File: src/rtl/dds_sweep_pkg.sv
// dds_sweep_pkg
//   Shared definitions for the DDS tuning-word sweep sequencer.
//   - FW_DEF / DWW_DEF : default tuning-word and dwell-counter widths
//   - MODE_*           : sweep mode encodings (3 decodes as single)
//   - state_t          : sequencer state encoding, also driven out on state_dbg
package dds_sweep_pkg;

    localparam int FW_DEF  = 32;
    localparam int DWW_DEF = 24;

    localparam logic [1:0] MODE_SINGLE = 2'd0;
    localparam logic [1:0] MODE_REPEAT = 2'd1;
    localparam logic [1:0] MODE_TRI    = 2'd2;

    // LOAD and STEP are the first cycle a freshly loaded or stepped word is
    // visible on fre_k. DWELL covers the remaining hold cycles.
    typedef enum logic [2:0] {
        ST_IDLE  = 3'd0,
        ST_LOAD  = 3'd1,
        ST_DWELL = 3'd2,
        ST_STEP  = 3'd3,
        ST_DONE  = 3'd4
    } state_t;

endpackage

File: src/rtl/dds_dwell_timer.sv
// dds_dwell_timer
//   Loadable down-counter that measures how long each tuning word is held.
//   Ports:
//     clk, rst_n : clock, asynchronous active-low reset (count clears to 0)
//     load       : load load_val this cycle (has priority over counting)
//     load_val   : reload value, i.e. hold cycles minus one
//     zero       : count has reached zero (the hold expires this cycle)
//   The count stops at zero rather than wrapping.
module dds_dwell_timer #(
    parameter int W = 24
) (
    input  logic         clk,
    input  logic         rst_n,
    input  logic         load,
    input  logic [W-1:0] load_val,
    output logic         zero
);

    logic [W-1:0] count;

    always_ff @(posedge clk or negedge rst_n) begin
        if (!rst_n) begin
            count <= '0;
        end else if (load) begin
            count <= load_val;
        end else if (count != '0) begin
            count <= count - W'(1);
        end
    end

    assign zero = (count == '0);

endmodule

File: src/rtl/dds_sweep_ctrl.sv
// dds_sweep_ctrl
//   Steps the DDS tuning word from f_start to f_stop in f_step increments,
//   holding each word for max(dwell,1) cycles. Modes: single, repeat, triangle.
//   Ports:
//     clk, rst_n       : clk_125m domain clock, asynchronous active-low reset
//     start, stop      : 1-cycle command pulses (stop has priority)
//     mode, f_start, f_stop, f_step, dwell : sweep config, latched on accepted start
//     fre_k            : tuning word to the phase accumulator
//     fre_k_vld        : pulses on each cycle fre_k takes a new value
//     acc_clr          : pulses with fre_k_vld when a sweep (re)starts at f_start
//     busy, done       : sweep in progress / 1-cycle end of single sweep
//     dir_down         : current sweep direction (1 = decreasing)
//     state_dbg        : current sequencer state (state_t encoding)
//   fre_k_vld carries no handshake: the accumulator cannot stall the sweep,
//   it simply takes fre_k on every cycle fre_k_vld is high.
//   All outputs are registered, so an accepted start at cycle n shows the
//   first word with fre_k_vld/acc_clr at cycle n+1.
module dds_sweep_ctrl
    import dds_sweep_pkg::*;
#(
    parameter int FW  = FW_DEF,
    parameter int DWW = DWW_DEF
) (
    input  logic           clk,
    input  logic           rst_n,
    input  logic           start,
    input  logic           stop,
    input  logic [1:0]     mode,
    input  logic [FW-1:0]  f_start,
    input  logic [FW-1:0]  f_stop,
    input  logic [FW-1:0]  f_step,
    input  logic [DWW-1:0] dwell,
    output logic [FW-1:0]  fre_k,
    output logic           fre_k_vld,
    output logic           acc_clr,
    output logic           busy,
    output logic           done,
    output logic           dir_down,
    output logic [2:0]     state_dbg
);

    state_t         state, state_nxt;

    // Shadow config: fixed for the whole sweep; triangle swaps start/end.
    logic [1:0]     cur_mode, cur_mode_nxt;
    logic [FW-1:0]  cur_start, cur_start_nxt;
    logic [FW-1:0]  cur_end, cur_end_nxt;
    logic [FW-1:0]  cur_step, cur_step_nxt;
    logic [DWW-1:0] cur_dwell, cur_dwell_nxt;

    logic [FW-1:0]  fre_k_nxt;
    logic           vld_nxt, clr_nxt, busy_nxt, done_nxt, dir_nxt;

    logic           tmr_load, tmr_zero;
    logic [DWW-1:0] tmr_val, cfg_reload, in_reload;

    logic [FW:0]    wide_up, wide_dn;
    logic [FW-1:0]  step_lim, step_word;
    logic           at_end, turn, step_down;

    dds_dwell_timer #(.W(DWW)) u_timer (
        .clk      (clk),
        .rst_n    (rst_n),
        .load     (tmr_load),
        .load_val (tmr_val),
        .zero     (tmr_zero)
    );

    // dwell of 0 holds for one cycle, same as dwell of 1.
    assign cfg_reload = (cur_dwell == '0) ? '0 : cur_dwell - DWW'(1);
    assign in_reload  = (dwell == '0) ? '0 : dwell - DWW'(1);

    // Step unit. At a triangle turn-around the next word already moves in the
    // new direction towards the old start, so direction and limit are taken
    // pre-swapped here. The extra MSB catches carry/borrow past the word range.
    always_comb begin
        wide_up   = {1'b0, fre_k} + {1'b0, cur_step};
        wide_dn   = {1'b0, fre_k} - {1'b0, cur_step};
        at_end    = (fre_k == cur_end) || (cur_step == '0);
        turn      = at_end && (cur_mode == MODE_TRI);
        step_down = turn ? ~dir_down : dir_down;
        step_lim  = turn ? cur_start : cur_end;
        if (step_down) begin
            step_word = (wide_dn[FW] || (wide_dn[FW-1:0] < step_lim)) ? step_lim : wide_dn[FW-1:0];
        end else begin
            step_word = (wide_up[FW] || (wide_up[FW-1:0] > step_lim)) ? step_lim : wide_up[FW-1:0];
        end
    end

    always_ff @(posedge clk or negedge rst_n) begin
        if (!rst_n) begin
            state <= ST_IDLE;
        end else begin
            state <= state_nxt;
        end
    end

    always_comb begin
        state_nxt     = state;
        cur_mode_nxt  = cur_mode;
        cur_start_nxt = cur_start;
        cur_end_nxt   = cur_end;
        cur_step_nxt  = cur_step;
        cur_dwell_nxt = cur_dwell;
        fre_k_nxt     = fre_k;
        vld_nxt       = 1'b0;
        clr_nxt       = 1'b0;
        done_nxt      = 1'b0;
        busy_nxt      = busy;
        dir_nxt       = dir_down;
        tmr_load      = 1'b0;
        tmr_val       = cfg_reload;

        if (stop) begin
            // Abort keeps the last word on fre_k; in IDLE this changes nothing.
            if (state != ST_IDLE) begin
                state_nxt = ST_IDLE;
                busy_nxt  = 1'b0;
            end
        end else begin
            case (state)
                ST_IDLE: begin
                    if (start) begin
                        cur_mode_nxt  = mode;
                        cur_start_nxt = f_start;
                        cur_end_nxt   = f_stop;
                        cur_step_nxt  = f_step;
                        cur_dwell_nxt = dwell;
                        dir_nxt       = (f_stop < f_start);
                        fre_k_nxt     = f_start;
                        vld_nxt       = 1'b1;
                        clr_nxt       = 1'b1;
                        busy_nxt      = 1'b1;
                        tmr_load      = 1'b1;
                        tmr_val       = in_reload;
                        state_nxt     = ST_LOAD;
                    end
                end
                ST_LOAD, ST_DWELL, ST_STEP: begin
                    if (!tmr_zero) begin
                        state_nxt = ST_DWELL;
                    end else if (at_end && (cur_mode == MODE_REPEAT)) begin
                        fre_k_nxt = cur_start;
                        vld_nxt   = 1'b1;
                        clr_nxt   = 1'b1;
                        tmr_load  = 1'b1;
                        state_nxt = ST_LOAD;
                    end else if (at_end && (cur_mode != MODE_TRI)) begin
                        done_nxt  = 1'b1;
                        busy_nxt  = 1'b0;
                        state_nxt = ST_DONE;
                    end else begin
                        if (turn) begin
                            cur_start_nxt = cur_end;
                            cur_end_nxt   = cur_start;
                            dir_nxt       = ~dir_down;
                        end
                        fre_k_nxt = step_word;
                        vld_nxt   = 1'b1;
                        tmr_load  = 1'b1;
                        state_nxt = ST_STEP;
                    end
                end
                ST_DONE: state_nxt = ST_IDLE;
                default: state_nxt = ST_IDLE;
            endcase
        end
    end

    always_ff @(posedge clk or negedge rst_n) begin
        if (!rst_n) begin
            cur_mode  <= MODE_SINGLE;
            cur_start <= '0;
            cur_end   <= '0;
            cur_step  <= '0;
            cur_dwell <= '0;
            fre_k     <= '0;
            fre_k_vld <= 1'b0;
            acc_clr   <= 1'b0;
            busy      <= 1'b0;
            done      <= 1'b0;
            dir_down  <= 1'b0;
        end else begin
            cur_mode  <= cur_mode_nxt;
            cur_start <= cur_start_nxt;
            cur_end   <= cur_end_nxt;
            cur_step  <= cur_step_nxt;
            cur_dwell <= cur_dwell_nxt;
            fre_k     <= fre_k_nxt;
            fre_k_vld <= vld_nxt;
            acc_clr   <= clr_nxt;
            busy      <= busy_nxt;
            done      <= done_nxt;
            dir_down  <= dir_nxt;
        end
    end

    assign state_dbg = state;

endmodule

File: config.mk
export PLATFORM = sky130hd
export DESIGN_NAME = dds_sweep_ctrl
export DESIGN_NICKNAME = d
export VERILOG_FILES = /design/src/rtl/dds_sweep_pkg.sv /design/src/rtl/dds_dwell_timer.sv /design/src/rtl/dds_sweep_ctrl.sv
export SDC_FILE = /design/constraint.sdc
export NUM_CORES = 1
export LEC_CHECK = 0
export CAP_MARGIN = 25
export CORE_MARGIN = 8
export CORE_UTILIZATION = 32
export DETAILED_ROUTE_END_ITERATION = 7
export PLACE_DENSITY = 0.52
export SLEW_MARGIN = 25
export SYNTH_ARGS = -nofsm -noshare
export SYNTH_HDL_FRONTEND = slang
export SYNTH_SLANG_ARGS = --single-unit
File: constraint.sdc
create_clock -name clk -period 5.8 [get_ports clk]
set_clock_uncertainty 0.1 [all_clocks]
set_input_delay 0.87 -clock clk [delete_from_list [all_inputs] [get_ports clk]]
set_output_delay 0.87 -clock clk [all_outputs]
set_load 0.01 [all_outputs]
==> impl_results.html, run 1 <==
<table>
<tr><th>Metric</th><th>Value</th></tr>
<tr><th colspan="2">Run status</th></tr>
<tr><td>Run status</td><td>finished, final reports clean</td></tr>
<tr><th colspan="2">Floorplan</th></tr>
<tr><td>Initial cell density of the core</td><td>0.3229</td></tr>
<tr><td>Number of cell rows</td><td>83</td></tr>
<tr><td>Core Area</td><td>51200 um2</td></tr>
<tr><td>Vertical die dimension</td><td>243.3 um</td></tr>
<tr><td>Horizontal die dimension</td><td>243.3 um</td></tr>
<tr><td>Overall die area</td><td>59190 um2</td></tr>
<tr><td>Ports placed on the boundary</td><td>166</td></tr>
<tr><th colspan="2">Synthesis</th></tr>
<tr><td>Number of synthesized flops with an enable pin</td><td>0</td></tr>
<tr><td>Average instance area after synthesis</td><td>7.846 um2</td></tr>
<tr><td>Synth warnings</td><td>0</td></tr>
<tr><td>Largest area contributor in the netlist</td><td>sky130_fd_sc_hd__dfrtp_1</td></tr>
<tr><td>FF+latch count, synth</td><td>186</td></tr>
<tr><td>Most area-consuming cells after synthesis</td><td>sky130_fd_sc_hd__dfrtp_1 28%, sky130_fd_sc_hd__ha_1 12%, sky130_fd_sc_hd__nand2_1 7.0%</td></tr>
<tr><td>Cell count after synthesis</td><td>2107</td></tr>
<tr><td>Number of distinct library cells after synthesis</td><td>83</td></tr>
<tr><td>Netlist area before placement</td><td>16530 um2</td></tr>
<tr><td>Net count of the mapped netlist</td><td>2396</td></tr>
<tr><td>Sequential share of the synthesized area</td><td>0.2816</td></tr>
<tr><td>Proportion of register bits with asynchronous set or reset after synthesis</td><td>1.000</td></tr>
<tr><td>Most used standard cells in the synthesized netlist</td><td>308 x sky130_fd_sc_hd__nand2_1, 186 x sky130_fd_sc_hd__dfrtp_1, 170 x sky130_fd_sc_hd__a21oi_1</td></tr>
<tr><td>Most common flop cell mapped by yosys</td><td>sky130_fd_sc_hd__dfrtp_1</td></tr>
<tr><td>Most common cell in the netlist</td><td>sky130_fd_sc_hd__nand2_1</td></tr>
<tr><td>Synth top area share</td><td>0.2816</td></tr>
<tr><th colspan="2">Routing</th></tr>
<tr><td>Number of DRC markers in iteration 0</td><td>1452</td></tr>
<tr><td>Average vias per placed instance</td><td>5.512</td></tr>
<tr><td>Post-DR wirelength/cell</td><td>22.66 um</td></tr>
<tr><td>Remaining routing DRC violations</td><td>0</td></tr>
<tr><td>First-pass DRT Iterations</td><td>5</td></tr>
<tr><td>Number of antenna-violating nets in the routed design</td><td>0</td></tr>
<tr><td>Detailed-route via count</td><td>16580</td></tr>
<tr><td>Final WL</td><td>68.14 mm</td></tr>
<tr><th colspan="2">Clock tree</th></tr>
<tr><td>Clock-pin transition on the worst setup and hold timing paths</td><td>0.08 ns</td></tr>
<tr><td>Cell chosen for the clock root</td><td>sky130_fd_sc_hd__clkbuf_16</td></tr>
<tr><td>CTS HTree Levels</td><td>4</td></tr>
<tr><td>Clock buffer depth</td><td>2</td></tr>
<tr><td>Cts bufs inserted</td><td>17</td></tr>
<tr><td>CTS tree</td><td>done</td></tr>
<tr><td>Count of clock tree sinks</td><td>186</td></tr>
<tr><td>Count of hold-fix buffers inserted at cts</td><td>0</td></tr>
<tr><td>Clock network latency to the later pin of the worst-skew pair</td><td>0.50 ns</td></tr>
<tr><th colspan="2">STA</th></tr>
<tr><td>Final hold violation count</td><td>0</td></tr>
<tr><td>Final-layout worst hold slack</td><td>0.2329 ns</td></tr>
<tr><td>Transition time of the tightest slew-check pin</td><td>1.040 ns</td></tr>
<tr><td>Final number of setup-violating endpoints</td><td>0</td></tr>
<tr><td>Slew Limit Fails</td><td>0</td></tr>
<tr><td>Setup TNS after final layout</td><td>0 ns</td></tr>
<tr><td>FMAX</td><td>180.5 MHz</td></tr>
<tr><td>Final worst path period share</td><td>0.9554</td></tr>
<tr><td>Shortest period the worst path allows</td><td>5.541 ns</td></tr>
<tr><td>Worst max-slew margin expressed relative to the limit</td><td>0.3059</td></tr>
<tr><td>Unrepaired setup endpoints after global routing</td><td>no</td></tr>
<tr><th colspan="2">Critical path</th></tr>
<tr><td>Startpoint types</td><td>flop</td></tr>
<tr><td>Arr. time, crit path</td><td>5.87 ns</td></tr>
<tr><td>Start-to-end type of the worst setup path</td><td>flop to flop</td></tr>
<tr><td>Crit Path Max Fanout</td><td>7</td></tr>
<tr><td>Capturing element type of the critical path</td><td>flop</td></tr>
<tr><td>WP data required</td><td>6.13 ns</td></tr>
<tr><th colspan="2">Min path</th></tr>
<tr><td>Class of the worst hold path</td><td>input pin to asynchronous set/reset pin</td></tr>
<tr><th colspan="2">Global routing</th></tr>
<tr><td>Largest net degree at the start of global routing</td><td>132</td></tr>
<tr><td>Vias in the first global route</td><td>16440</td></tr>
<tr><td>Wire length of the first global-routing pass</td><td>103.2 mm</td></tr>
<tr><td>Overall routing resource usage</td><td>0.2262</td></tr>
<tr><td>Number of antenna violations at the first check in global routing</td><td>0</td></tr>
<tr><td>Remaining global-route overflow</td><td>0</td></tr>
<tr><th colspan="2">Flow run</th></tr>
<tr><td>Count of maximum capacitance violations</td><td>0</td></tr>
<tr><th colspan="2">Placement</th></tr>
<tr><td>Count of port buffers added during placement</td><td>165</td></tr>
<tr><td>Weighted congestion at the end of routability-driven global placement</td><td>0.9804</td></tr>
<tr><td>Placed wire-length estimate</td><td>53.30 mm</td></tr>
<tr><th colspan="2">Pwr</th></tr>
<tr><td>Total power per unit cell area</td><td>444.9 nW/um2</td></tr>
<tr><td>Leakage power figure</td><td>8.516 nW</td></tr>
<tr><td>Maximum vdd drop</td><td>293.9 uV</td></tr>
<tr><th colspan="2">Final layout</th></tr>
<tr><td>Fin nets</td><td>2603</td></tr>
<tr><td>Area taken by flip-flops and latches</td><td>4656 um2</td></tr>
<tr><td>Antenna cells</td><td>0</td></tr>
<tr><td>Share of cells above drive strength 1</td><td>0.09497</td></tr>
<tr><td>Number of fillers in the final layout</td><td>5243</td></tr>
<tr><td>Area occupied by multi-input gates</td><td>11050 um2</td></tr>
<tr><td>Area growth from synthesis to final layout</td><td>22.92%</td></tr>
</table>
## power by group
part	switching (mW)	leakage (nW)	internal, mW
Clock	0.647	0.303	0.643
Sequential	0.384	2.24	1.59
Combinational	3.41	5.97	2.36
Total	4.44	8.52	4.60
## worst paths after layout
check	from	to	slack (ns)	cells past startpoint
setup / recovery	fre_k[0]$_DFFE_PN0P_	fre_k[26]$_DFFE_PN0P_	0.26	23
min in group clk	cur_dwell[10]$_DFFE_PN0P_	cur_dwell[10]$_DFFE_PN0P_	0.43	2
setup reg to reg	fre_k[0]$_DFFE_PN0P_	fre_k[26]$_DFFE_PN0P_	0.26	23
hold / removal	rst_n	cur_end[4]$_DFFE_PN0P_	0.23	1
max in group asynchronous	rst_n	cur_step[30]$_DFFE_PN0P_	4.21	2
hold reg to reg	cur_dwell[10]$_DFFE_PN0P_	cur_dwell[10]$_DFFE_PN0P_	0.43	2
## kinds of logic (layout without fill, tap and decap cells)
logic type      Yosys count  count (layout)  synth area share
compound gates          607             607            0.2286
xor+xnor                144             144           0.07629
fa+ha+maj               163             163            0.1243
buf+inv                 223             443           0.05760
flops                   186             186            0.2816
mux                      35              35           0.02142
simple gates            749             749            0.2103
## cell usage in the layout, fill, tap and decap left out, types with 20 or more instances in the layout
cell type                         count
sky130_fd_sc_hd__nor3_1              51
sky130_fd_sc_hd__mux2i_1             31
sky130_fd_sc_hd__o21ai_0            127
sky130_fd_sc_hd__nor2_1             164
sky130_fd_sc_hd__a21o_1              29
sky130_fd_sc_hd__nor4_1              31
sky130_fd_sc_hd__ha_1               161
sky130_fd_sc_hd__a31oi_1             45
sky130_fd_sc_hd__xor2_1              38
sky130_fd_sc_hd__dfrtp_1            185
sky130_fd_sc_hd__nor2b_1             22
sky130_fd_sc_hd__a21oi_1            169
sky130_fd_sc_hd__inv_1              111
sky130_fd_sc_hd__nand4_1             46
sky130_fd_sc_hd__nand3_1             37
sky130_fd_sc_hd__clkdlybuf4s50_1    164
sky130_fd_sc_hd__nand2b_1            20
sky130_fd_sc_hd__a221oi_1            26
sky130_fd_sc_hd__buf_4              129
sky130_fd_sc_hd__o21ai_1             61
sky130_fd_sc_hd__nand2_1            308
sky130_fd_sc_hd__xnor2_1            105
## per-stage QoR
| stage | cell area (um2) | setup slack [ns] | instances | util | power [mW] |
|---|---|---|---|---|---|
| floorplan | 16530 | 0.5866 | 2107 | - | 5.329 |
| global placement | 19580 | 0.1681 | 2971 | 0.3824 | 7.521 |
| detailed placement | 19590 | 0.1378 | 2971 | 0.3825 | 7.559 |
| CTS | 20210 | 0.1195 | 3003 | 0.3947 | 8.906 |
| global route | 20320 | 0.004315 | 3007 | 0.3969 | 9.670 |
| finish | 20320 | 0.2589 | 3007 | 0.3969 | 9.040 |
## worst max-delay path: stages, from the launching register on
cell,delay [ns]
sky130_fd_sc_hd__dfrtp_1,0.38
sky130_fd_sc_hd__buf_4,0.15
sky130_fd_sc_hd__ha_1,0.21
sky130_fd_sc_hd__fa_1,0.39
sky130_fd_sc_hd__nor2b_1,0.17
sky130_fd_sc_hd__o21ai_2,0.14
sky130_fd_sc_hd__a311oi_2,0.16
sky130_fd_sc_hd__o21ai_1,0.21
sky130_fd_sc_hd__a21oi_1,0.09
sky130_fd_sc_hd__or2_2,0.32
sky130_fd_sc_hd__or4_1,0.40
sky130_fd_sc_hd__nand4_1,0.18
sky130_fd_sc_hd__ha_1,0.29
sky130_fd_sc_hd__nand4_1,0.17
sky130_fd_sc_hd__nor2_1,0.08
sky130_fd_sc_hd__a221o_1,0.36
sky130_fd_sc_hd__o31ai_1,0.23
sky130_fd_sc_hd__a31oi_1,0.15
sky130_fd_sc_hd__or3_1,0.42
sky130_fd_sc_hd__or2_0,0.26
sky130_fd_sc_hd__buf_4,0.18
sky130_fd_sc_hd__o221ai_1,0.17
sky130_fd_sc_hd__o31ai_1,0.10
sky130_fd_sc_hd__a21oi_1,0.15
## cell type report
cell class,count,share of cell area
inverters,112,0.02069
clock buffers,19,0.02229
well taps,680,0.04187
repair buffers,299,0.1341
clock inverters,13,0.008313
flip-flops and latches,186,0.2291
multi-input cells,1698,0.5437
## per-layer routing
| metal | GRT usage | wire length, um |
|---|---|---|
| met3 | 0.06532 | 5637 |
| met2 | 0.3355 | 29220 |
| met5 | 0 | 0 |
| met4 | 0.06312 | 1577 |
| met1 | 0.3159 | 31710 |
## flip-flops by register name, indices dropped and copies added, names as in the netlist
name	cells
fre_k	32
cur_end	32
cur_mode	2
cur_dwell	24
state_dbg	3
acc_clr	1
fre_k_vld	1
cur_step	32
busy	1
cur_start	32
done	1
u_timer.count	24
dir_down	1
## what timing repair did
item | 4_1_cts | 5_1_grt
setup buffers | 0 | 4
resized for setup | 0 | 18
endpoints found under the setup margin | 0 | 31
No activity file was read; power rests on OpenSTA's default activity.
==> inputs of run 2 (changes only) <==
- CORE_UTILIZATION: 32 -> 45
- PLACE_DENSITY: 0.52 -> 0.67
==> run 2 against run 1 <==
Net effect: flip-flop and latch count is the same; global-route usage grew 5.9 points; setup slack lost 0.033 ns; power shrank 1.2%; clock-buffer cell count shrank 1; sequential power is essentially flat; die area shrank 27%; worst hold slack gained 0.12 ns; maximum frequency shrank 0.60%.
==> impl_results.html, run 2 (synthesis results as in run 1) <==
<table>
<tr><th>Metric</th><th>Value</th></tr>
<tr><th colspan="2">Clock tree</th></tr>
<tr><td>CTS HTree Levels</td><td>4 (unchanged)</td></tr>
<tr><td>Cts bufs inserted</td><td>17 (unchanged)</td></tr>
<tr><td>CTS tree</td><td>done (unchanged)</td></tr>
<tr><td>Count of hold-fix buffers inserted at cts</td><td>0 (unchanged)</td></tr>
<tr><td>Count of clock tree sinks</td><td>186 (unchanged)</td></tr>
<tr><td>Clock-pin transition on the worst setup and hold timing paths</td><td>0.09 ns (was 0.08 ns)</td></tr>
<tr><td>Clock buffer depth</td><td>2 (unchanged)</td></tr>
<tr><td>Cell chosen for the clock root</td><td>sky130_fd_sc_hd__clkbuf_16 (unchanged)</td></tr>
<tr><td>Clock network latency to the later pin of the worst-skew pair</td><td>0.47 ns (was 0.50 ns)</td></tr>
<tr><th colspan="2">Critical path</th></tr>
<tr><td>Cells along the critical path</td><td>inv_1, ha_1, or3_1, or2_2, a21oi_1, o21ai_2, o21bai_2, o211a_1, a31oi_1, xor2_1, ha_1, nand4_1, nor2_1, a221o_1, a211oi_1, a31oi_1, or3_1, or2_0, buf_4, o221ai_1, o31ai_1, a21oi_1 (was buf_4, ha_1, fa_1, nor2b_1, o21ai_2, a311oi_2, o21ai_1, a21oi_1, or2_2, or4_1, nand4_1, ha_1, nand4_1, nor2_1, a221o_1, o31ai_1, a31oi_1, or3_1, or2_0, buf_4, o221ai_1, o31ai_1, a21oi_1)</td></tr>
<tr><td>Critical Path Max Stage Delay</td><td>0.42 ns (about the same)</td></tr>
<tr><td>Cell at the slowest stage of the critical path</td><td>sky130_fd_sc_hd__or3_1 (unchanged)</td></tr>
<tr><td>Startpoint types</td><td>flop (unchanged)</td></tr>
<tr><td>Start-to-end type of the worst setup path</td><td>flop to flop (unchanged)</td></tr>
<tr><td>Crit Path Max Fanout</td><td>7 (unchanged)</td></tr>
<tr><td>Capturing element type of the critical path</td><td>flop (unchanged)</td></tr>
<tr><td>Arr. time, crit path</td><td>5.86 ns (was 5.87 ns)</td></tr>
<tr><td>WP data required</td><td>6.08 ns (was 6.13 ns)</td></tr>
<tr><th colspan="2">Routing</th></tr>
<tr><td>Post-DR wirelength/cell</td><td>22.77 um (was 22.66 um)</td></tr>
<tr><td>Remaining routing DRC violations</td><td>0 (unchanged)</td></tr>
<tr><td>First-pass DRT Iterations</td><td>5 (unchanged)</td></tr>
<tr><td>Final WL</td><td>63.62 mm (was 68.14 mm)</td></tr>
<tr><td>Average vias per placed instance</td><td>6.024 (was 5.512)</td></tr>
<tr><td>Number of DRC markers in iteration 0</td><td>1452 (unchanged)</td></tr>
<tr><td>Detailed-route via count</td><td>16830 (was 16580)</td></tr>
<tr><td>Number of antenna-violating nets in the routed design</td><td>0 (unchanged)</td></tr>
<tr><th colspan="2">Floorplan</th></tr>
<tr><td>Ports placed on the boundary</td><td>166 (unchanged)</td></tr>
<tr><td>Core Area</td><td>36430 um2 (was 51200 um2)</td></tr>
<tr><td>Initial cell density of the core</td><td>0.4537 (was 0.3229)</td></tr>
<tr><td>Number of cell rows</td><td>70 (was 83)</td></tr>
<tr><td>Horizontal die dimension</td><td>207.7 um (was 243.3 um)</td></tr>
<tr><td>Vertical die dimension</td><td>207.7 um (was 243.3 um)</td></tr>
<tr><td>Overall die area</td><td>43120 um2 (was 59190 um2)</td></tr>
<tr><th colspan="2">Final layout</th></tr>
<tr><td>Fin nets</td><td>2602 (was 2603)</td></tr>
<tr><td>Number of cells in the finished layout apart from fillers</td><td>2794 (was 3007)</td></tr>
<tr><td>Area growth from synthesis to final layout</td><td>21.08% (was 22.92%)</td></tr>
<tr><td>Antenna cells</td><td>0 (unchanged)</td></tr>
<tr><td>Most used cells in the layout excluding fill and tap cells</td><td>308 x sky130_fd_sc_hd__nand2_1, 185 x sky130_fd_sc_hd__dfrtp_1, 169 x sky130_fd_sc_hd__a21oi_1, 164 x sky130_fd_sc_hd__nor2_1, 164 x sky130_fd_sc_hd__clkdlybuf4s50_1 (unchanged)</td></tr>
<tr><td>Final cell utilization of the core</td><td>0.5493 (was 0.3969)</td></tr>
<tr><td>Share of cells above drive strength 1</td><td>0.09372 (was 0.09497)</td></tr>
<tr><td>Layout Cell Area excl Fill</td><td>20020 um2 (was 20320 um2)</td></tr>
<tr><td>Most frequent standard cell in the layout excluding fill and tap cells</td><td>sky130_fd_sc_hd__nand2_1 (unchanged)</td></tr>
<tr><th colspan="2">STA</th></tr>
<tr><td>Final hold violation count</td><td>0 (unchanged)</td></tr>
<tr><td>Worst max-slew margin expressed relative to the limit</td><td>0.2839 (was 0.3059)</td></tr>
<tr><td>FMAX</td><td>179.4 MHz (was 180.5 MHz)</td></tr>
<tr><td>Final worst path period share</td><td>0.9611 (was 0.9554)</td></tr>
<tr><td>Shortest period the worst path allows</td><td>5.574 ns (was 5.541 ns)</td></tr>
<tr><td>Final number of setup-violating endpoints</td><td>0 (unchanged)</td></tr>
<tr><td>Slew Limit Fails</td><td>0 (unchanged)</td></tr>
<tr><td>Transition time of the tightest slew-check pin</td><td>1.072 ns (was 1.040 ns)</td></tr>
<tr><th colspan="2">Placement</th></tr>
<tr><td>Number of placed instances with taps included</td><td>2758 (was 2971)</td></tr>
<tr><td>Placed wire-length estimate</td><td>49.58 mm (was 53.30 mm)</td></tr>
<tr><td>DP Area</td><td>19300 um2 (was 19590 um2)</td></tr>
<tr><td>Count of port buffers added during placement</td><td>165 (unchanged)</td></tr>
<tr><td>Weighted congestion at the end of routability-driven global placement</td><td>1.024 (was 0.9804)</td></tr>
<tr><th colspan="2">Pwr</th></tr>
<tr><td>PnR Total Power</td><td>8.935 mW (was 9.040 mW)</td></tr>
<tr><td>Total power per unit cell area</td><td>446.4 nW/um2 (was 444.9 nW/um2)</td></tr>
<tr><td>Maximum vdd drop</td><td>311.1 uV (was 293.9 uV)</td></tr>
<tr><td>Leakage power figure</td><td>8.480 nW (was 8.516 nW)</td></tr>
<tr><th colspan="2">Global routing</th></tr>
<tr><td>Number of antenna violations at the first check in global routing</td><td>1 (was 0)</td></tr>
<tr><td>Remaining global-route overflow</td><td>0 (unchanged)</td></tr>
<tr><td>Largest net degree at the start of global routing</td><td>103 (was 132)</td></tr>
<tr><td>Wire length of the first global-routing pass</td><td>96.50 mm (was 103.2 mm)</td></tr>
<tr><td>Overall routing resource usage</td><td>0.2857 (was 0.2262)</td></tr>
<tr><td>Vias in the first global route</td><td>16140 (was 16440)</td></tr>
<tr><th colspan="2">Min path</th></tr>
<tr><td>Class of the worst hold path</td><td>input pin to asynchronous set/reset pin (unchanged)</td></tr>
<tr><th colspan="2">Flow run</th></tr>
<tr><td>Count of maximum capacitance violations</td><td>0 (unchanged)</td></tr>
<tr><th colspan="2">Run status</th></tr>
<tr><td>Run status</td><td>finished, final reports clean (unchanged)</td></tr>
</table>
## run 2: layout make-up
| cell class | instances | area (um2) |
|---|---|---|
| Sequential cell | 186 | 4656 |
| Clock inverter | 14 | 155.1 |
| Tap cell | 468 | 585.6 |
| Fill cell | 3470 | 16420 |
| Timing Repair Buffer | 298 | 2704 |
| Multi-Input combinational cell | 1698 | 11060 |
| Inverter | 112 | 420.4 |
| Clock buffer | 18 | 439.2 |
## run 2: worst paths after layout
path | from | depth (start not counted) | slack (ns) | endpoint
setup / recovery | cur_step[6]$_DFFE_PN0P_ | 22 | 0.23 | fre_k[26]$_DFFE_PN0P_
hold / removal | rst_n | 1 | 0.35 | cur_dwell[22]$_DFFE_PN0P_
setup reg to reg | cur_step[6]$_DFFE_PN0P_ | 22 | 0.23 | fre_k[26]$_DFFE_PN0P_
hold reg to reg | cur_mode[0]$_DFFE_PN0P_ | 2 | 0.43 | cur_mode[0]$_DFFE_PN0P_
max in group asynchronous | rst_n | 2 | 4.18 | fre_k[22]$_DFFE_PN0P_
min in group clk | cur_mode[0]$_DFFE_PN0P_ | 2 | 0.43 | cur_mode[0]$_DFFE_PN0P_
## run 2: what timing repair did
item,CTS,global route
endpoints found under the setup margin,1,30
pin swaps,0,5
resized for setup,1,18
buffers inserted,0,4
## run 2: metal layers
metal	routed length, um	track usage
met1	27150	0.3791
met4	2040	0.1018
met5	10	0
met3	6134	0.07231
met2	28280	0.4461
## run 2: through the flow
step | setup slack (ns) | hold slack, ns | setup TNS [ns]
2_1_floorplan | 0.5866 | 0.3739 | 0
3_3_place_gp | 0.1406 | 0.4034 | 0
3_5_place_dp | 0.01662 | 0.4111 | 0
4_1_cts | 0.03738 | 0.4026 | 0
5_1_grt | -0.004159 | 0.4015 | -0.004392
6_report | 0.2256 | 0.3485 | 0
## run 2: report_power, final
group / switching [mW] / total (mW) / internal [mW]
sequential: 0.374 / 1.97 / 1.59
combinational: 3.37 / 5.73 / 2.36
clock: 0.616 / 1.24 / 0.624
total: 4.36 / 8.93 / 4.57
## run 2: worst max-delay path: cells and delay by family, from the launching register on
| kind | cells | cell delay, ns |
|---|---|---|
| AO/OA/AOI/OAI | 11 | 2.21 |
| AND/OR/NAND/NOR | 6 | 1.65 |
| adder cells (fa/ha/maj) | 2 | 0.72 |
| flip-flops | 1 | 0.38 |
| buffers and inverters | 2 | 0.25 |
| XOR/XNOR | 1 | 0.19 |
==> inputs of run 3 (changes only) <==
- ABC_AREA: not set -> 1
- CORE_MARGIN: 8 -> not set
- PLACE_DENSITY: 0.67 -> 0.65
==> run 3 against run 2 <==
Net effect: sequential share of layout area is 0.56 points lower; critical path depth is 8 higher; setup slack better by 0.30 ns; combinational power is 71% higher; flip-flop and latch count stayed put; cell count is 16% higher; synthesized cell count is 23% higher; maximum frequency is 5.7% higher; clock-buffer cell count is 1 lower; via count is 8.0% higher; register-to-register slack better by 0.30 ns; area after synthesis is 6.5% higher; critical path type unchanged; highest routed layer is now met4.
==> impl_results.html, run 3 <==
<table>
<tr><th>Metric</th><th>Value</th></tr>
<tr><th colspan="2">Run status</th></tr>
<tr><td>Run status</td><td>finished, final reports clean (unchanged)</td></tr>
<tr><th colspan="2">Synthesis</th></tr>
<tr><td>Synth warnings</td><td>0 (unchanged)</td></tr>
<tr><td>Proportion of register bits with asynchronous set or reset after synthesis</td><td>1.000 (unchanged)</td></tr>
<tr><td>Share of the synthesized area in compound gates (AO/OA/AOI/OAI)</td><td>0.1927 (was 0.2286)</td></tr>
<tr><td>Average instance area after synthesis</td><td>6.803 um2 (was 7.846 um2)</td></tr>
<tr><td>Fraction of the mapped netlist area in adder cells</td><td>0.1166 (was 0.1243)</td></tr>
<tr><td>Number of synthesized flops with an enable pin</td><td>0 (unchanged)</td></tr>
<tr><td>Combinational family with the most area after synthesis</td><td>simple AND/OR/NAND/NOR gates (was compound AO/OA/AOI/OAI gates)</td></tr>
<tr><td>Cell count after synthesis</td><td>2589 (was 2107)</td></tr>
<tr><td>Multiplexer area fraction after synthesis</td><td>0.02366 (was 0.02142)</td></tr>
<tr><td>Synth Area in XOR/XNOR</td><td>0.06713 (was 0.07629)</td></tr>
<tr><td>Netlist area before placement</td><td>17610 um2 (was 16530 um2)</td></tr>
<tr><td>Most used standard cells in the synthesized netlist</td><td>515 x sky130_fd_sc_hd__nand2_1, 342 x sky130_fd_sc_hd__inv_1, 260 x sky130_fd_sc_hd__a21oi_1 (was 308 x sky130_fd_sc_hd__nand2_1, 186 x sky130_fd_sc_hd__dfrtp_1, 170 x sky130_fd_sc_hd__a21oi_1)</td></tr>
<tr><td>Simple-Gate Fraction of Synth Area</td><td>0.2338 (was 0.2103)</td></tr>
<tr><td>Net count of the mapped netlist</td><td>2878 (was 2396)</td></tr>
<tr><td>Sequential share of the synthesized area</td><td>0.2643 (was 0.2816)</td></tr>
<tr><td>Most common cell in the netlist</td><td>sky130_fd_sc_hd__nand2_1 (unchanged)</td></tr>
<tr><td>Most area-consuming cells after synthesis</td><td>sky130_fd_sc_hd__dfrtp_1 26%, sky130_fd_sc_hd__ha_1 11%, sky130_fd_sc_hd__nand2_1 11% (was sky130_fd_sc_hd__dfrtp_1 28%, sky130_fd_sc_hd__ha_1 12%, sky130_fd_sc_hd__nand2_1 7.0%)</td></tr>
<tr><td>Number of distinct library cells after synthesis</td><td>56 (was 83)</td></tr>
<tr><td>Most common flop cell mapped by yosys</td><td>sky130_fd_sc_hd__dfrtp_1 (unchanged)</td></tr>
<tr><td>Largest area contributor in the netlist</td><td>sky130_fd_sc_hd__dfrtp_1 (unchanged)</td></tr>
<tr><td>Synth top area share</td><td>0.2643 (was 0.2816)</td></tr>
<tr><td>FF+latch count, synth</td><td>186 (unchanged)</td></tr>
<tr><th colspan="2">STA</th></tr>
<tr><td>Final hold violation count</td><td>0 (unchanged)</td></tr>
<tr><td>Unrepaired setup endpoints after global routing</td><td>no</td></tr>
<tr><td>FMAX</td><td>189.6 MHz (was 179.4 MHz)</td></tr>
<tr><td>Worst max-slew margin expressed relative to the limit</td><td>0.2723 (was 0.2839)</td></tr>
<tr><td>Slew Limit Fails</td><td>0 (unchanged)</td></tr>
<tr><td>Transition time of the tightest slew-check pin</td><td>1.090 ns (was 1.072 ns)</td></tr>
<tr><td>Shortest period the worst path allows</td><td>5.274 ns (was 5.574 ns)</td></tr>
<tr><td>Final number of setup-violating endpoints</td><td>0 (unchanged)</td></tr>
<tr><td>Final worst path period share</td><td>0.9093 (was 0.9611)</td></tr>
<tr><td>Setup TNS after final layout</td><td>0 ns (unchanged)</td></tr>
<tr><th colspan="2">Clock tree</th></tr>
<tr><td>Cts bufs inserted</td><td>17 (unchanged)</td></tr>
<tr><td>Count of hold-fix buffers inserted at cts</td><td>0 (unchanged)</td></tr>
<tr><td>Count of clock tree sinks</td><td>186 (unchanged)</td></tr>
<tr><td>Clock buffer depth</td><td>2 (unchanged)</td></tr>
<tr><td>CTS tree</td><td>done (unchanged)</td></tr>
<tr><td>Clock network latency to the later pin of the worst-skew pair</td><td>0.53 ns (was 0.47 ns)</td></tr>
<tr><td>CTS HTree Levels</td><td>4 (unchanged)</td></tr>
<tr><td>Clock-pin transition on the worst setup and hold timing paths</td><td>0.08 ns (was 0.09 ns)</td></tr>
<tr><td>Number of gates resized after CTS</td><td>0 (was 1)</td></tr>
<tr><td>Cell chosen for the clock root</td><td>sky130_fd_sc_hd__clkbuf_16 (unchanged)</td></tr>
<tr><td>Post-CTS setup buffers</td><td>0 (unchanged)</td></tr>
<tr><th colspan="2">Min path</th></tr>
<tr><td>Class of the worst hold path</td><td>input pin to asynchronous set/reset pin (unchanged)</td></tr>
<tr><th colspan="2">Critical path</th></tr>
<tr><td>Cell at the slowest stage of the critical path</td><td>sky130_fd_sc_hd__ha_1 (was sky130_fd_sc_hd__or3_1)</td></tr>
<tr><td>Start-to-end type of the worst setup path</td><td>flop to flop (unchanged)</td></tr>
<tr><td>Startpoint types</td><td>flop (unchanged)</td></tr>
<tr><td>WP data required</td><td>6.14 ns (was 6.08 ns)</td></tr>
<tr><td>Capturing element type of the critical path</td><td>flop (unchanged)</td></tr>
<tr><td>Arr. time, crit path</td><td>5.62 ns (was 5.86 ns)</td></tr>
<tr><td>Dominant cell type by count on the critical path</td><td>sky130_fd_sc_hd__nand2_1</td></tr>
<tr><td>Critical Path Max Stage Delay</td><td>0.46 ns (was 0.42 ns)</td></tr>
<tr><td>Crit Path Max Fanout</td><td>52 (was 7)</td></tr>
<tr><th colspan="2">Final layout</th></tr>
<tr><td>Share of cells above drive strength 1</td><td>0.06632 (was 0.09372)</td></tr>
<tr><td>Fin nets</td><td>3005 (was 2602)</td></tr>
<tr><td>Most frequent standard cell in the layout excluding fill and tap cells</td><td>sky130_fd_sc_hd__nand2_1 (unchanged)</td></tr>
<tr><td>Layout Cell Area excl Fill</td><td>20500 um2 (was 20020 um2)</td></tr>
<tr><td>Number of fillers in the final layout</td><td>3892 (was 3470)</td></tr>
<tr><td>Area growth from synthesis to final layout</td><td>16.39% (was 21.08%)</td></tr>
<tr><td>Most used cells in the layout excluding fill and tap cells</td><td>510 x sky130_fd_sc_hd__nand2_1, 341 x sky130_fd_sc_hd__inv_1, 260 x sky130_fd_sc_hd__a21oi_1, 257 x sky130_fd_sc_hd__o21ai_0, 242 x sky130_fd_sc_hd__nor2_1 (was 308 x sky130_fd_sc_hd__nand2_1, 185 x sky130_fd_sc_hd__dfrtp_1, 169 x sky130_fd_sc_hd__a21oi_1, 164 x sky130_fd_sc_hd__nor2_1, 164 x sky130_fd_sc_hd__clkdlybuf4s50_1)</td></tr>
<tr><th colspan="2">Pwr</th></tr>
<tr><td>Maximum vdd drop</td><td>414.5 uV (was 311.1 uV)</td></tr>
<tr><td>Proportion of power drawn by flip-flops and latches</td><td>0.180 (was 0.220)</td></tr>
<tr><td>Logic pwr share</td><td>0.724 (was 0.641)</td></tr>
<tr><td>PnR Total Power</td><td>13.54 mW (was 8.935 mW)</td></tr>
<tr><td>Proportion of total power due to net switching</td><td>0.5599 (was 0.4882)</td></tr>
<tr><td>Clock group share of total power</td><td>0.095 (was 0.139)</td></tr>
<tr><td>Total power per unit cell area</td><td>660.5 nW/um2 (was 446.4 nW/um2)</td></tr>
<tr><td>Switching pwr</td><td>7.581 mW (was 4.362 mW)</td></tr>
<tr><td>Leakage power figure</td><td>9.950 nW (was 8.480 nW)</td></tr>
<tr><td>Internal power</td><td>5.959 mW (was 4.573 mW)</td></tr>
<tr><th colspan="2">Routing</th></tr>
<tr><td>Number of DRC markers in iteration 0</td><td>1330 (was 1452)</td></tr>
<tr><td>First-pass DRT Iterations</td><td>5 (unchanged)</td></tr>
<tr><td>Final WL</td><td>63.31 mm (was 63.62 mm)</td></tr>
<tr><td>Post-DR wirelength/cell</td><td>19.49 um (was 22.77 um)</td></tr>
<tr><td>Detailed-route via count</td><td>18180 (was 16830)</td></tr>
<tr><td>Average vias per placed instance</td><td>5.596 (was 6.024)</td></tr>
<tr><td>Number of antenna-violating nets in the routed design</td><td>0 (unchanged)</td></tr>
<tr><td>Remaining routing DRC violations</td><td>0 (unchanged)</td></tr>
<tr><th colspan="2">Placement</th></tr>
<tr><td>DP Area</td><td>19890 um2 (was 19300 um2)</td></tr>
<tr><td>Placed wire-length estimate</td><td>48.02 mm (was 49.58 mm)</td></tr>
<tr><td>Count of port buffers added during placement</td><td>165 (unchanged)</td></tr>
<tr><td>Weighted congestion at the end of routability-driven global placement</td><td>0.9838 (was 1.024)</td></tr>
<tr><th colspan="2">Global routing</th></tr>
<tr><td>Wire length of the first global-routing pass</td><td>97.77 mm (was 96.50 mm)</td></tr>
<tr><td>Overall routing resource usage</td><td>0.3267 (was 0.2857)</td></tr>
<tr><td>Number of antenna violations at the first check in global routing</td><td>1 (unchanged)</td></tr>
<tr><td>Largest net degree at the start of global routing</td><td>101 (was 103)</td></tr>
<tr><td>Remaining global-route overflow</td><td>0 (unchanged)</td></tr>
<tr><td>Vias in the first global route</td><td>17490 (was 16140)</td></tr>
<tr><th colspan="2">Floorplan</th></tr>
<tr><td>Horizontal die dimension</td><td>199.8 um (was 207.7 um)</td></tr>
<tr><td>Ports placed on the boundary</td><td>166 (unchanged)</td></tr>
<tr><td>Overall die area</td><td>39940 um2 (was 43120 um2)</td></tr>
<tr><td>Initial cell density of the core</td><td>0.4557 (was 0.4537)</td></tr>
<tr><td>Core Area</td><td>38650 um2 (was 36430 um2)</td></tr>
<tr><td>Number of cell rows</td><td>72 (was 70)</td></tr>
<tr><td>Vertical die dimension</td><td>199.8 um (was 207.7 um)</td></tr>
<tr><th colspan="2">Flow run</th></tr>
<tr><td>Count of maximum capacitance violations</td><td>0 (unchanged)</td></tr>
</table>
-- run 3: cell types whose count changed after synthesis, sizes merged, moves of 57 or more --
| cell | previous run | this run |
|---|---|---|
| xnor2 | 106 | 49 |
| inv | 112 | 350 |
| nand2 | 309 | 524 |
| a21oi | 171 | 272 |
| o21ai | 191 | 265 |
| nor2 | 167 | 242 |
| nand3 | 38 | 122 |
-- run 3: cell families (layout without fill, tap and decap cells) --
kind of cell,Yosys count,after routing
compound gates,623,623
xor+xnor,135,135
fa+ha+maj,163,163
buf+inv,462,602
flops,186,186
mux,37,37
other cells,0,1
simple gates,983,983
-- run 3: power by group through the flow --
stage                     sequential, mW  clock [mW]  combinational, mW
after floorplan                     2.28           0               6.65
after global placement              2.43           0               9.48
after detailed placement            2.45           0               9.57
after CTS                           2.43        1.32               9.64
after global routing                2.51        1.36               10.9
final                               2.44        1.29               9.81
-- run 3: layer usage --
metal | global-route usage | up-vias | part of all wire
li1 | - | 8792 | -
met1 | 0.4215 | 8637 | 0.43
met2 | 0.5383 | 635 | 0.47
met3 | 0.05477 | 112 | 0.063
met4 | 0.1402 | 0 | 0.033
met5 | 0 | - | 0
-- run 3: final cells by class --
| class | count | area (um2) | share of cell area |
|---|---|---|---|
| tap | 518 | 648.1 | 0.03162 |
| inverter | 352 | 1321 | 0.06445 |
| clock buffer | 17 | 425.4 | 0.02075 |
| multi-input combinational | 1941 | 11200 | 0.5461 |
| antenna | 1 | 2.502 | 0.0001221 |
| sequential | 186 | 4654 | 0.2271 |
| clock inverter | 15 | 186.4 | 0.009094 |
| timing repair buffer | 218 | 2066 | 0.1008 |
-- run 3: worst paths after layout --
| check | end | slack, ns | startpoint | cells past startpoint |
|---|---|---|---|---|
| max | fre_k[7]$_DFFE_PN0P_ | 0.53 | fre_k[2]$_DFFE_PN0P_ | 30 |
| min reg2reg | cur_end[31]$_DFFE_PN0P_ | 0.41 | cur_end[31]$_DFFE_PN0P_ | 2 |
| min | cur_start[10]$_DFFE_PN0P_ | 0.22 | rst_n | 1 |
| min in group clk | cur_end[31]$_DFFE_PN0P_ | 0.41 | cur_end[31]$_DFFE_PN0P_ | 2 |
| max in group asynchronous | cur_dwell[15]$_DFFE_PN0P_ | 4.05 | rst_n | 2 |
| max reg2reg | fre_k[7]$_DFFE_PN0P_ | 0.53 | fre_k[2]$_DFFE_PN0P_ | 30 |
-- run 3: per-stage QoR --
step,cells,setup WS (ns),utilization,hold slack [ns]
4_1_cts,3247,0.6203,0.5304,0.2271
3_5_place_dp,3215,0.6490,0.5145,0.4029
6_report,3248,0.5259,0.5304,0.2202
3_3_place_gp,3215,0.7030,0.5145,0.3943
5_1_grt,3247,0.1436,0.5304,0.2622
2_1_floorplan,2589,1.603,-,0.3742
-- run 3: worst max-delay path: cells and delay by family (launching register included) --
family	cells	cell delay [ns]
AO/OA/AOI/OAI	8	1.29
XOR/XNOR	1	0.25
adder cells (fa/ha/maj)	2	0.65
buffers and inverters	3	0.27
flip-flops	1	0.45
AND/OR/NAND/NOR	16	2.14
